File: src/rtl/apu_ch3_pkg.sv
// Shared types and helpers for the channel-3 wave playback path.
// Holds the volume code encoding and the nibble volume shifter.
package apu_ch3_pkg;

    localparam int POS_W  = 5;
    localparam int FREQ_W = 11;

    typedef enum logic [1:0] {
        MUTE    = 2'b00,
        FULL    = 2'b01,
        HALF    = 2'b10,
        QUARTER = 2'b11
    } vol_code_e;

    function automatic logic [3:0] shift_sample(input logic [3:0] s, input vol_code_e v);
        logic [3:0] r;
        r = '0;
        case (v)
            MUTE:    r = '0;
            FULL:    r = s;
            HALF:    r = s >> 1;
            QUARTER: r = s >> 2;
            default: r = '0;
        endcase
        return r;
    endfunction

endpackage

File: src/rtl/ch3_freq_timer.sv
// Channel-3 frequency timer: a half-rate up-counter that reloads from freq on
// overflow. A load (trigger) restarts both the counter and the phase.
module ch3_freq_timer #(
    parameter int FREQ_W = apu_ch3_pkg::FREQ_W
) (
    input  logic              clk,
    input  logic              rst,
    input  logic              run,
    input  logic              load,
    input  logic [FREQ_W-1:0] freq,
    output logic              overflow
);

    logic              phase;
    logic [FREQ_W-1:0] cnt;

    // Load takes priority, so a trigger landing on an overflow suppresses the advance.
    assign overflow = run & phase & ~load & (&cnt);

    always_ff @(posedge clk) begin
        if (rst) begin
            phase <= 1'b0;
            cnt   <= '0;
        end else begin
            phase <= load ? 1'b0 : ~phase;
            if (load || overflow)
                cnt <= freq;
            else if (run && phase)
                cnt <= cnt + 1'b1;
        end
    end

endmodule

File: src/rtl/ch3_wave_sequencer.sv
// Channel-3 playback sequencer: sample position, wave RAM fetch/latch pipeline,
// play/stop control, CPU FF3x arbitration and volume shifting toward the mixer.
module ch3_wave_sequencer #(
    parameter int POS_W  = apu_ch3_pkg::POS_W,
    parameter int FREQ_W = apu_ch3_pkg::FREQ_W
) (
    input  logic              amuk_4mhz,
    input  logic              apu_reset,
    input  logic              ch3_trigger,
    input  logic              ch3_dac_en,
    input  logic              length_expire,
    input  logic [FREQ_W-1:0] freq,
    input  logic [1:0]        vol_code,
    input  logic [POS_W-2:0]  cpu_addr,
    input  logic              cpu_wave_req,
    input  logic [7:0]        wave_byte,
    output logic [POS_W-2:0]  wave_addr,
    output logic              wave_fetch,
    output logic              nibble_sel,
    output logic              ch3_active,
    output logic              cpu_access_ok,
    output logic [3:0]        sample_out
);

    import apu_ch3_pkg::*;

    logic             trig;
    logic             ovf;
    logic             active;
    logic             fetch_d;
    logic [POS_W-1:0] pos;
    logic [7:0]       latch;
    logic [3:0]       sample_q;

    assign trig = ch3_trigger & ch3_dac_en;

    ch3_freq_timer #(.FREQ_W(FREQ_W)) u_timer (
        .clk      (amuk_4mhz),
        .rst      (apu_reset),
        .run      (active),
        .load     (trig),
        .freq     (freq),
        .overflow (ovf)
    );

    always_ff @(posedge amuk_4mhz) begin
        if (apu_reset) begin
            active     <= 1'b0;
            pos        <= '0;
            wave_fetch <= 1'b0;
            fetch_d    <= 1'b0;
            latch      <= 8'h00;
            sample_q   <= '0;
        end else begin
            if (trig)
                active <= 1'b1;
            else if (length_expire || !ch3_dac_en)
                active <= 1'b0;

            if (trig)
                pos <= '0;
            else if (ovf)
                pos <= pos + 1'b1;

            // RAM data arrives the cycle after the strobe; capture it one cycle later.
            wave_fetch <= ovf;
            fetch_d    <= wave_fetch;
            if (fetch_d)
                latch <= wave_byte;

            sample_q <= shift_sample(pos[0] ? latch[3:0] : latch[7:4], vol_code_e'(vol_code));
        end
    end

    assign nibble_sel = pos[0];
    assign ch3_active = active;
    assign sample_out = active ? sample_q : 4'h0;

    // While playing the RAM port belongs to the sequencer; the CPU only gets
    // through in the fetch cycle and the one after it.
    assign wave_addr     = active ? pos[POS_W-1:1] : cpu_addr;
    assign cpu_access_ok = cpu_wave_req & (~active | wave_fetch | fetch_d);

endmodule

File: config.mk
export PLATFORM = sky130hd
export DESIGN_NAME = ch3_wave_sequencer
export DESIGN_NICKNAME = d
export VERILOG_FILES = /design/src/rtl/apu_ch3_pkg.sv /design/src/rtl/ch3_freq_timer.sv /design/src/rtl/ch3_wave_sequencer.sv
export SDC_FILE = /design/constraint.sdc
export NUM_CORES = 1
export LEC_CHECK = 0
export BUFFER_PORTS_ARGS = -buffer_cell sky130_fd_sc_hd__buf_2
export CELL_PAD_IN_SITES_DETAIL_PLACEMENT = 0
export CELL_PAD_IN_SITES_GLOBAL_PLACEMENT = 1
export CORE_MARGIN = 3
export CORE_UTILIZATION = 38
export CTS_CLUSTER_DIAMETER = 120
export DETAILED_ROUTE_END_ITERATION = 8
export PLACE_DENSITY_LB_ADDON = 0.2
export SYNTH_ARGS = -nofsm -noshare
export SYNTH_HDL_FRONTEND = slang
export SYNTH_HIERARCHICAL = 1
export SYNTH_SLANG_ARGS = --single-unit
File: constraint.sdc
create_clock -name amuk_4mhz -period 2.3 [get_ports amuk_4mhz]
set_input_delay 0.23 -clock amuk_4mhz [delete_from_list [all_inputs] [get_ports amuk_4mhz]]
set_output_delay 0.23 -clock amuk_4mhz [all_outputs]
set_load 0.03 [all_outputs]
==> flow_summary.json <==
{
  "setup-violations-final": 0,
  "use_met3_pct": 4.29,
  "synth_most_common_cell": "dfxtp_1",
  "ys_top_cells_by_count": "dfxtp_1 (32), nor2_1 (23), mux2i_1 (12)",
  "hp-class": "primary input to register",
  "synthesis.nets": 214,
  "finalCritPeriodShare_pct": 81.7,
  "p_per_area_nw_per_um2": 571,
  "first_pass_iters": 4,
  "clk_latency_ns": 0.28,
  "grt_most_used_layer": "met2",
  "yosys.area.top_type": "dfxtp_1",
  "crit_chain": "ha_1 -> and3_1 -> nand4_1 -> nor2_1 -> buf_4 -> nand4_1 -> xor2_1 -> nor2_1",
  "synth_mux_area_share_pct": 13.0,
  "drc": 0,
  "combinationalPowerShare_pct": 11.2,
  "use_met2_pct": 25.4,
  "timing.slew.headroom_pct": 45.1,
  "cts.sink_count": 32,
  "dr_total_vias": 1487,
  "antenna-diode-count": 0,
  "synth_edf_count": 0,
  "start_kind": "register",
  "synth_top_family_by_area": "simple AND/OR/NAND/NOR gates",
  "tritoncts": "built",
  "syn_area_um2": 1670,
  "status": "finished clean",
  "io_buffers": 42,
  "root_buffer": "clkbuf_8",
  "p_clk_share_pct": 37.6,
  "grt_use_met1_pct": 20.0,
  "synthToLayoutAreaGrowth_pct": 19.9,
  "core_um2": 4120,
  "grt_max_degree": 27,
  "hpwlAfterDp_um": 2880,
  "drt_iter0_drc": 83,
  "cts_max_level": 2,
  "rsz0062_at_grt": "no",
  "fin_crit_ns": 1.88,
  "cts_made_buffers": 5,
  "fill_cells": 396,
  "drv_slew": 0,
  "worstHoldPathCells": 3,
  "synth_simple_gate_area_share_pct": 21.6,
  "start_util_pct": 40.6,
  "synth_cells": 181,
  "fp-row-count": 23,
  "power_switching_share_pct": 27.0,
  "crit_required_ns": 2.48,
  "die_y_um": 72.3,
  "worst_pin_slew_ns": 0.824,
  "yosysWarningCount": 6,
  "maxCapViolCount": 0,
  "synth_ff_type": "dfxtp_1",
  "synth_seq_area_share_pct": 38.4,
  "switching_power_mw": 0.308,
  "grt.total_usage_pct": 15.4,
  "gp_congestion": 0.818,
  "p_leak_nw": 0.864,
  "reg2reg_depth": 8,
  "cts_buffer_depth": 2,
  "timing.final.hold_violations": 0,
  "grt_antenna_before_repair": 0,
  "skew_ns": 0.00241,
  "synthAdderAreaFrac_pct": 1.50,
  "fin_tns_setup_ns": 0,
  "cp-end-kind": "register",
  "peakVddDrop_mv": 0.327,
  "grt_pass1_vias": 1404,
  "cp_max_fo": 6,
  "synth-seq-cells": 32,
  "viasPerCell": 5.41,
  "holdBufCountCts": 0,
  "slowest_delay_ns": 0.47,
  "yosysTopAreaCellShare_pct": 38.4,
  "whs_ns": 0.180,
  "wl_um": 3890,
  "synth-xor-area-share_pct": 3.67,
  "ant_nets": 0,
  "cp_num_buf_inv": 1,
  "async_reset_ff_share_pct": 0,
  "arrival_ns": 2.06,
  "die_w_um": 72.3,
  "post_drt_wl_per_cell_um": 14.2,
  "grt_pass1_wl_um": 6400,
  "intPower_mw": 0.835,
  "die-area_um2": 5220,
  "critical_path_class": "register to register",
  "yosysUniqueCellTypes": 49,
  "cp.depth": 8,
  "synthTopCellsByArea": "dfxtp_1 (38%), mux2i_1 (7.2%), nor2_1 (5.2%)",
  "critPathSlowestCell": "dfxtp_1",
  "path_clk_slew_ns": 0.07,
  "ios": 43,
  "critPathTopFamily": "simple AND/OR/NAND/NOR gates",
  "post_cts_buffers": 0,
  "layout-drive-gt1-share_pct": 30.2,
  "nets": 257,
  "avgSynthCellArea_um2": 9.22,
  "synth-compound-area-share_pct": 15.9,
  "clock.fmax_mhz": 532,
  "cts.repair.resized": 0,
  "pwr-share-seq_pct": 51.2,
  "gr-total-overflow": 0
}
==> path summary, 6_finish.rpt <==
kind | from | end | slack, ns
worst max-delay path | u_timer/cnt[1] | pos[3] | 0.42
worst min-delay path | wave_byte[7] | latch[7] | 0.18
worst max register to register | u_timer/cnt[1] | pos[3] | 0.42
worst min register to register | wave_fetch | fetch_d | 0.49
==> registers in the layout, summed over array words and instances, names as in the netlist <==
signal,cells
u_timer/cnt,11
latch,8
pos,5
sample_q,4
ch3_active,1
fetch_d,1
u_timer/phase,1
wave_fetch,1
==> placed cells by master (no fill, tap or decap), types with 6 or more instances in the layout <==
master | synthesis | routed
a21oi_1 | 6 | 6
buf_2 | 3 | 42
dfxtp_1 | 32 | 32
inv_1 | 9 | 9
mux2_2 | 6 | 6
mux2i_1 | 12 | 12
nand2_1 | 6 | 6
nand3_1 | 7 | 7
nand4_1 | 6 | 6
nor2_1 | 23 | 23
==> power by group through the flow <==
| stage | clock network (mW) | logic, mW | registers (mW) |
|---|---|---|---|
| global placement | 0 | 0.126 | 0.597 |
| global route | 0.461 | 0.143 | 0.587 |
| floorplan | 0 | 0.0768 | 0.596 |
| finish | 0.430 | 0.129 | 0.585 |
| detailed placement | 0 | 0.128 | 0.598 |
| CTS | 0.440 | 0.129 | 0.585 |
==> per-stage QoR <==
stage | std cells | cell area [µm²] | power [mW] | setup WS (ns) | utilization [%]
after floorplan | 181 | 1670 | 0.672 | 0.472 | -
final | 275 | 2000 | 1.14 | 0.420 | 48.6
after detailed placement | 267 | 1910 | 0.726 | 0.449 | 46.5
after global routing | 275 | 2000 | 1.19 | 0.290 | 48.6
after CTS | 275 | 2000 | 1.15 | 0.439 | 48.6
after global placement | 267 | 1910 | 0.723 | 0.493 | 46.5
==> cell families after synthesis <==
logic type,count (synthesis)
adder cells (fa/ha/maj),2
buffers and inverters,20
AND/OR/NAND/NOR,67
XOR/XNOR,7
flip-flops,32
AO/OA/AOI/OAI,33
multiplexers,20
==> layout make-up <==
| type | count | area [µm²] | area share (%) |
|---|---|---|---|
| Clock buffer | 5 | 68.8 | 3.44 |
| Clock inverter | 3 | 18.8 | 0.938 |
| Inverter | 9 | 33.8 | 1.69 |
| Multi-Input combinational cell | 129 | 930 | 46.4 |
| Sequential cell | 32 | 641 | 32.0 |
| Tap cell | 50 | 62.6 | 3.13 |
| Timing Repair Buffer | 47 | 248 | 12.4 |
==> worst min-delay path: cells and delay by family <==
kind | cells | cell delay [ns]
buf+inv | 1 | 0.07
simple gates | 1 | 0.07
mux | 1 | 0.05
==> layer usage <==
metal / vias to the layer above / routed length (µm)
li1: 742 / -
met1: 697 / 1830
met2: 44 / 1800
met3: 4 / 231
met4: 0 / 34
met5: - / 0
Power figures use the tool's default switching activity.
